$ cat config.mk
export PLATFORM = sky130hd
export DESIGN_NAME = instruction_fetch
export DESIGN_NICKNAME = d
export VERILOG_FILES = /design/src/rtl/instruction_fetch.sv
export SDC_FILE = /design/constraint.sdc
export NUM_CORES = 1
export LEC_CHECK = 0
export ABC_AREA = 1
export ABC_CLOCK_PERIOD_IN_PS = 2600
export CAP_MARGIN = 20
export CORE_MARGIN = 5
export CORE_UTILIZATION = 40
export DETAILED_ROUTE_END_ITERATION = 8
export GPL_ROUTABILITY_DRIVEN = 0
export HOLD_SLACK_MARGIN = 0.15
export PLACE_DENSITY = 0.8
export SLEW_MARGIN = 10
export SYNTH_ARGS = -nofsm -noshare
export SYNTH_HDL_FRONTEND = slang
export SYNTH_SLANG_ARGS = --single-unit
$ cat constraint.sdc
create_clock -name clk -period 2.6 [get_ports clk]
set_clock_uncertainty 0.05 [all_clocks]
set_input_delay 0.26 -clock clk [delete_from_list [all_inputs] [get_ports clk]]
set_output_delay 0.26 -clock clk [all_outputs]
set_load 0.01 [all_outputs]
$ cat src/rtl/instruction_fetch.sv
// instruction_fetch: fetch stage between a combinational instruction memory and decode.
// Holds the PC and reads one word per cycle into a 2-entry {pc, instr} queue. Decode
// back-pressure stalls the PC, so no word is lost. A branch redirect flushes the queue.
// Fetching stops once a HALT word has been fetched.
//
// Ports:
//   clk, reset       clock (rising edge), asynchronous active-high reset
//   imem_addr        word address to instruction memory (pc zero-extended)
//   imem_data        instruction returned combinationally for imem_addr
//   redirect_valid   one-cycle redirect request
//   redirect_target  new word address (low ADDR_WIDTH bits used)
//   out_valid        queue head valid
//   out_ready        decode accepts head this cycle
//   out_instr        head instruction (0 when not valid)
//   out_pc           head word address, zero-extended (0 when not valid)
//   halted           sticky: HALT has been delivered to decode
module instruction_fetch #(
  parameter int unsigned           ADDR_WIDTH  = 8,
  parameter logic [ADDR_WIDTH-1:0] RESET_PC    = '0,
  parameter logic [3:0]            HALT_OPCODE = 4'h6
) (
  input  logic        clk,
  input  logic        reset,
  output logic [31:0] imem_addr,
  input  logic [31:0] imem_data,
  input  logic        redirect_valid,
  input  logic [31:0] redirect_target,
  output logic        out_valid,
  input  logic        out_ready,
  output logic [31:0] out_instr,
  output logic [31:0] out_pc,
  output logic        halted
);

  localparam int unsigned PadW = 32 - ADDR_WIDTH;

  typedef enum logic [1:0] {StFetch, StHaltSeen, StHalted} state_e;

  typedef struct packed {
    logic [ADDR_WIDTH-1:0] pc;
    logic [31:0]           instr;
  } entry_t;

  state_e                state_q, state_d;
  logic [ADDR_WIDTH-1:0] pc_q, pc_d;
  logic [1:0]            count_q, count_d;
  entry_t                ent_q [2];
  entry_t                ent_d [2];

  logic       pop;
  logic       fetch_en;
  logic       is_halt;
  logic [1:0] count_after_pop;

  // Upper target bits are ignored by design.
  logic unused_target;
  assign unused_target = ^redirect_target[31:ADDR_WIDTH];

  always_comb begin
    state_d         = state_q;
    pc_d            = pc_q;
    count_d         = count_q;
    ent_d[0]        = ent_q[0];
    ent_d[1]        = ent_q[1];
    pop             = (state_q != StHalted) && (count_q != 2'd0) && out_ready;
    // A full queue can still accept a word when its head leaves this cycle.
    fetch_en        = (state_q == StFetch) && !redirect_valid && ((count_q != 2'd2) || pop);
    is_halt         = (imem_data[31:28] == HALT_OPCODE);
    count_after_pop = count_q - {1'b0, pop};

    if (redirect_valid && (state_q != StHalted)) begin
      // Any same-cycle pop is already delivered; everything else is stale.
      count_d = 2'd0;
      pc_d    = redirect_target[ADDR_WIDTH-1:0];
      state_d = StFetch;
    end else begin
      if (pop) begin
        ent_d[0] = ent_q[1];
      end
      if (fetch_en) begin
        // count_after_pop is at most 1 here, so bit 0 selects the free slot.
        ent_d[count_after_pop[0]] = '{pc: pc_q, instr: imem_data};
        count_d                   = count_after_pop + 2'd1;
        if (is_halt) begin
          state_d = StHaltSeen;
        end else begin
          pc_d = pc_q + 1'b1;
        end
      end else begin
        count_d = count_after_pop;
      end
      // In HaltSeen the HALT is always the last queued entry.
      if ((state_q == StHaltSeen) && pop && (count_q == 2'd1)) begin
        state_d = StHalted;
      end
    end
  end

  always_ff @(posedge clk or posedge reset) begin
    if (reset) begin
      state_q  <= StFetch;
      pc_q     <= RESET_PC;
      count_q  <= 2'd0;
      ent_q[0] <= '0;
      ent_q[1] <= '0;
    end else begin
      state_q  <= state_d;
      pc_q     <= pc_d;
      count_q  <= count_d;
      ent_q[0] <= ent_d[0];
      ent_q[1] <= ent_d[1];
    end
  end

  // Outputs depend only on registered state.
  assign imem_addr = {{PadW{1'b0}}, pc_q};
  assign out_valid = (count_q != 2'd0) && (state_q != StHalted);
  assign out_instr = out_valid ? ent_q[0].instr : 32'd0;
  assign out_pc    = out_valid ? {{PadW{1'b0}}, ent_q[0].pc} : 32'd0;
  assign halted    = (state_q == StHalted);

endmodule

=== Word level (Yosys, flattened, before mapping) ===
Cells that the tools add are included.

* Add/subtract/negate cells: 3
* Order comparisons: 2
* Eq/ne operators: 7
* Multiplexer cells: 17
* Bitwise logic cells: 2
* Reductions and logical operators: 18

{| class="wikitable"
|+ Operator list
! operator !! number
|-
| $mux 40 || 3
|-
| $bwmux 80 || 1
|-
| $mux 80 || 1
|-
| $demux 40 s1 || 1
|-
| $mux 32 || 1
|-
| $mux 8 || 4
|-
| $mux 2 || 6
|-
| $add 8x1->8 const B || 1
|-
| $logic_and 1x1->1 || 8
|-
| $reduce_and 2->1 || 3
|-
| $reduce_bool 3->1 || 2
|-
| $eq 2x1->1 const B || 2
|-
| $eq 4x3->1 const B || 1
|-
| $ne 2x2->1 const B || 2
|-
| $reduce_bool 2->1 || 2
|-
| $add 2x1->2 const B || 1
|-
| $eq 2x2->1 const B || 1
|-
| $ge 2x2->1 const B || 1
|-
| $logic_not 2->1 || 1
|-
| $lt 2x1->1 const B || 1
|-
| $ne 2x1->1 const B || 1
|-
| $not 1->2 || 1
|-
| $sub 2x1->2 || 1
|-
| $logic_not 1->1 || 1
|-
| 2 further kinds || 2
|}

* Register bits: 92
* Bits of input ports: 68
* Output and inout bits: 98
* Word-level logic and storage cells: 56

=== Depth between registers and ports, before layout ===
* Depth in word-level cells: 11
* Mapped depth: 11
* Gate-level depth less buffers: 10

=== Worst setup path after synthesis ===
OpenSTA, ideal clock, no wires.

* Path type: register to register
* Start: reg state_q[0]
* End: reg ent_q[68] (netlist name)
* Library setup time: 0.118 ns
* Arrival time: 1.311 ns
* Required time: 2.432 ns
* Slack: 1.121 ns
* Cell stages (with the launch flop): 12
* Buffers on the path: 1
* Clock period less this slack: 1.479 ns
* Path through: dfrtp_1 > inv_1 > nand2_2 > nand3_4 > nand2_1 > nand2_1 > inv_2 > nand2_1 > buf_2 > nand2_1 > nand3_1 > nand2_1

* Word-level cells in the longest chain between the ends: 11
* Elaborated cells on any way between the ends: 19
* Classes of those cells: add/sub: 1; order compare: 2; eq/ne: 1; mux: 6; bitwise: 1; reduce/logical: 8

{| class="wikitable"
|+ RTL lines
! item !! line !! source
|-
| from (decl) || 44 || <nowiki>state_e state_q, state_d;</nowiki>
|-
| from (signal assigned) || 101 || <nowiki>state_q <= StFetch;</nowiki>
|-
| from (signal assigned) || 107 || <nowiki>state_q <= state_d;</nowiki>
|-
| $ne 2x2->1 || 65, 71 ||
|-
| $logic_and 1x1->1 (2 in series) || 65 || <nowiki>pop = (state_q != StHalted) && (count_q != 2'd0) && out_ready;</nowiki>
|-
| $sub 2x1->2 || 69 || <nowiki>count_after_pop = count_q - {1'b0, pop};</nowiki>
|-
| $not 1->2 (implied by the code) || 82 || <nowiki>ent_d[count_after_pop[0]] = '{pc: pc_q, instr: imem_data};</nowiki>
|-
| $ge 2x2->1 (implied by the code) / $lt 2x1->1 (equally long branches) || 82 ||
|-
| $logic_and 1x1->1 (implied by the code) || 82 ||
|-
| $mux 40 (implied by the code) || 82 ||
|-
| $demux 40 s1 || 82 ||
|-
| $bwmux 80 || 82 ||
|-
| $mux 80 || 80 || <nowiki>if (fetch_en) begin</nowiki>
|-
| to (decl) || 47 || <nowiki>entry_t ent_q [2];</nowiki>
|}

Several ways; a longest one is shown, not always the timed one. The select of a mux whose other input is x is not followed.
A chain may end at the register's enable or synchronous reset.

=== Final worst setup path ===
* Start: reg state_q[1]
* End: out out_instr[26]

* Word-level cells in the longest chain between the ends: 3

{| class="wikitable"
|+ RTL lines
! item !! line !! source
|-
| $ne 2x2->1 || 117 || <nowiki>assign out_valid = (count_q != 2'd0) && (state_q != StHalted);</nowiki>
|-
| $logic_and 1x1->1 || 117 ||
|-
| $mux 32 || 118 || <nowiki>assign out_instr = out_valid ? ent_q[0].instr : 32'd0;</nowiki>
|-
| to (decl) || 30 || <nowiki>output logic [31:0] out_instr,</nowiki>
|}

No other way between the ends.

==> flow_summary.rst <==
.. list-table::
   :header-rows: 1

   * - Metric
     - Value
   * - Total number of clock tree sinks
     - 92
   * - Top library cells by usage in the layout, fill and taps aside
     - sky130_fd_sc_hd__nand2_1, sky130_fd_sc_hd__inv_1, sky130_fd_sc_hd__nand3_1, sky130_fd_sc_hd__clkdlybuf4s50_1, sky130_fd_sc_hd__dfrtp_1
   * - Wire length of the first global-routing pass
     - approximately 24000 um
   * - Routed WL
     - 14400 um
   * - Worst setup startpoint
     - state_q[1]
   * - Path type of the worst min-delay path
     - in -> async
   * - Drt via density
     - roughly 4.7
   * - Most common cell after layout, fill and taps aside
     - sky130_fd_sc_hd__nand2_1
   * - Pins over their slew limit
     - 0
   * - Critical Path Start Type
     - flip-flop
   * - Worst setup path category
     - reg -> out
   * - Die X
     - approximately 130 um
   * - Number of filler instances in the final layout
     - 1368
   * - Cell taking the most area after synthesis
     - sky130_fd_sc_hd__dfrtp_1
   * - Total of flip-flops plus latches after synthesis
     - 92
   * - Static Leak
     - approximately 3.8 nW
   * - Endpoint of the worst-slack reg-to-reg timing path
     - ent_q[55]
   * - Num ports
     - between 150 and 200
   * - Met2 wirelength from detailed routing
     - 6820 um
   * - Average cell area after synthesis
     - between 6 and 7 um^2
   * - Cells traversed along the worst timing path
     - nand2_2 > nand2_4 > buf_4 > nor2_1 > clkdlybuf4s50_1
   * - Crit path setup slack, layout
     - between 0.2 and 0.25 ns
   * - Via count of the first global-routing pass
     - around 5000
   * - Cell total after placement
     - between 1000 and 1500
   * - Setup repair after global routing missed its margin
     - no
   * - CP Capture Type
     - output port
   * - Total inserted antenna cells
     - 0
   * - Worst supply voltage drop on vdd
     - roughly 0.00033 V
   * - Number of hold-slack violations in the final timing report
     - 0
   * - Design area
     - roughly 6900 um^2
   * - GRT overflow
     - 0
   * - Summed negative setup slack over all endpoints
     - 0 ns
   * - Effective utilization at floorplan
     - about 41%
   * - Maximum level of the CTS H-tree
     - 3
   * - Detailed Routing Iterations Pass 1
     - 5
   * - Slowest-stage cell, CP
     - sky130_fd_sc_hd__clkdlybuf4s50_1
   * - Depth of the most critical reg-to-reg path
     - 11
   * - Largest net degree at the start of global routing
     - 93
   * - Placed wire-length estimate after detailed placement
     - a little under 10000 um
   * - Count of routing violations after the opening detailed-route iteration
     - slightly above 500
   * - Clock tree from TritonCTS
     - built
   * - Achievable Freq
     - between 400 and 500 MHz
   * - Final non-filler cell total
     - ~1100
   * - Routed length on met1
     - around 6300 um
   * - Portion of the post-synthesis area used by sequential elements
     - ~41%
   * - Die extent in y
     - 128 um
   * - Root buffer selected by CTS
     - sky130_fd_sc_hd__clkbuf_16
   * - Setup slack on the worst flop-to-flop path
     - roughly 0.7 ns
   * - Worst skew pair latency
     - ~0.35 ns
   * - Final net count
     - between 900 and 1000
   * - Post-Synthesis Cell Area
     - ~5600 um^2
   * - Sum of met3 wire segment lengths after detailed routing
     - approximately 1100 um
   * - Wirelength per Cell
     - between 10 and 15 um
   * - Standard-cell rows
     - 43
   * - Total of buffers placed on input and output ports
     - 93
   * - Post-route clock period utilization
     - 91.3%
   * - Vias post-DR
     - ~5200
   * - Global-route usage over all layers
     - between 15 and 20%
   * - Core Region
     - about 14000 um^2
   * - Placed cell areas
     - about 6600 um^2
   * - Peak fanout along the critical path
     - 19
   * - Worst-path clk slew
     - 0.07 ns
   * - Portion of synthesized cell area occupied by the leading cell type
     - 41.1%
   * - Time the worst path needs with I/O delays and setup
     - roughly 2.4 ns
   * - Yosys warning total
     - 0
   * - DR DRC count
     - 0
   * - Detail Route Antenna Nets
     - 0
   * - Largest cells by area after synthesis
     - sky130_fd_sc_hd__dfrtp_1, sky130_fd_sc_hd__nand2_1, sky130_fd_sc_hd__inv_1
   * - Clock buffers created by TritonCTS
     - 9
   * - Critical Path Max Stage Delay
     - about 0.57 ns
   * - Highest metal layer with signal wires
     - met4
   * - Buffering stage count on the worst path with inverters included
     - 2
   * - Area Overhead vs Synth
     - 23.8%
   * - Count of max-cap constraint violations
     - 0
   * - Number of standard cells after synthesis
     - between 800 and 900
   * - Final setup violating endpoints
     - 0
   * - Data required time at the worst endpoint
     - between 2 and 2.5 ns
   * - Place WS
     - 0.391 ns
   * - Family of cells with the greatest summed delay on the critical path
     - buffers and inverters
   * - Areal power density over the cells
     - approximately 790 nW/um^2
   * - CP Data Arrival Time
     - between 2 and 2.5 ns
   * - Startpoint of the worst-slack reg-to-reg timing path
     - state_q[0]
   * - Clock Path Buffers
     - 2
   * - Number of library cell types mapped by synthesis
     - 22
   * - Hold-fix buffers, CTS
     - 0
   * - Die area
     - approximately 16000 um^2
   * - Number of antenna violations at the first check in global routing
     - 0
   * - Result of the run
     - finished, final reports clean
   * - Final Core Density
     - about half
   * - Fraction of final layout cells with drive strength greater than 1
     - 5.59%
## through the flow
step | total power, mW | hold WS (ns)
after global placement | 3.91 | 0.417
after detailed placement | 3.98 | 0.424
after global routing | 5.91 | 0.409
after floorplan | 3.36 | 0.376
after CTS | 5.53 | 0.383
final | 5.49 | 0.361
## cells in the mapped netlist, drive strengths merged
master and number:
inv 135, clkbuf 19, conb 1, or2 2, buf 72, ha 1, nor2 42, dfrtp 92
a21oi 5, nor3 2, nand4 6, nand2 325, o21ai 50, nand3 94
## worst min-delay path: cells and delay by family
family	cells	cell delay [ns]
buffers and inverters	3	0.93
## cells by family after synthesis
logic type | after synthesis | share of synthesized area (%)
other cells | 1 | 0.0670
simple gates | 471 | 34.5
buf+inv | 226 | 18.9
compound gates | 55 | 5.12
flops | 92 | 41.1
fa+ha+maj | 1 | 0.224
## cell type report
| class | instances | area [um^2] | share of cell area, % |
|---|---|---|---|
| Tap cell | 180 | 225 | 3.25 |
| Clock buffer | 9 | 225 | 3.25 |
| Timing Repair Buffer | 113 | 1120 | 16.1 |
| Inverter | 135 | 510 | 7.37 |
| Sequential cell | 92 | 2300 | 33.2 |
| Multi-Input combinational cell | 575 | 2420 | 35.0 |
| Clock inverter | 7 | 123 | 1.77 |
## how the worst max path moves through the flow
| stage | to | depth (start not counted) | slack, ns |
|---|---|---|---|
| after CTS | out_instr[26] | 5 | 0.05 |
| after global placement | ent_q[48] | 9 | 0.42 |
| after detailed placement | ent_q[53] | 9 | 0.39 |
| after floorplan | ent_q[68] | 11 | 1.12 |
| after global routing | out_instr[12] | 6 | 0.12 |
| final | out_instr[26] | 5 | 0.23 |
## power breakdown
part / internal, mW / total, mW / leakage (nW) / switching, mW
Sequential: 1.88 / 2.20 / 1.15 / 0.319
Clock: 0.947 / 1.53 / 0.163 / 0.581
Combinational: 0.757 / 1.76 / 2.50 / 1.00
Total: 3.59 / 5.49 / 3.81 / 1.90
## metal layers
metal | track usage (%) | vias up
met4 | 4.62 | 0
met2 | 28.7 | 205
met3 | 3.71 | 16
met5 | 0 | -
met1 | 24.3 | 2381
li1 | - | 2608
## repair_timing
| item | CTS | global route |
|---|---|---|
| setup buffers | 0 | 0 |
| gates resized for setup | 0 | 1 |
| endpoints found under the setup margin | 0 | 17 |
No activity file was read; power rests on OpenSTA's default activity.
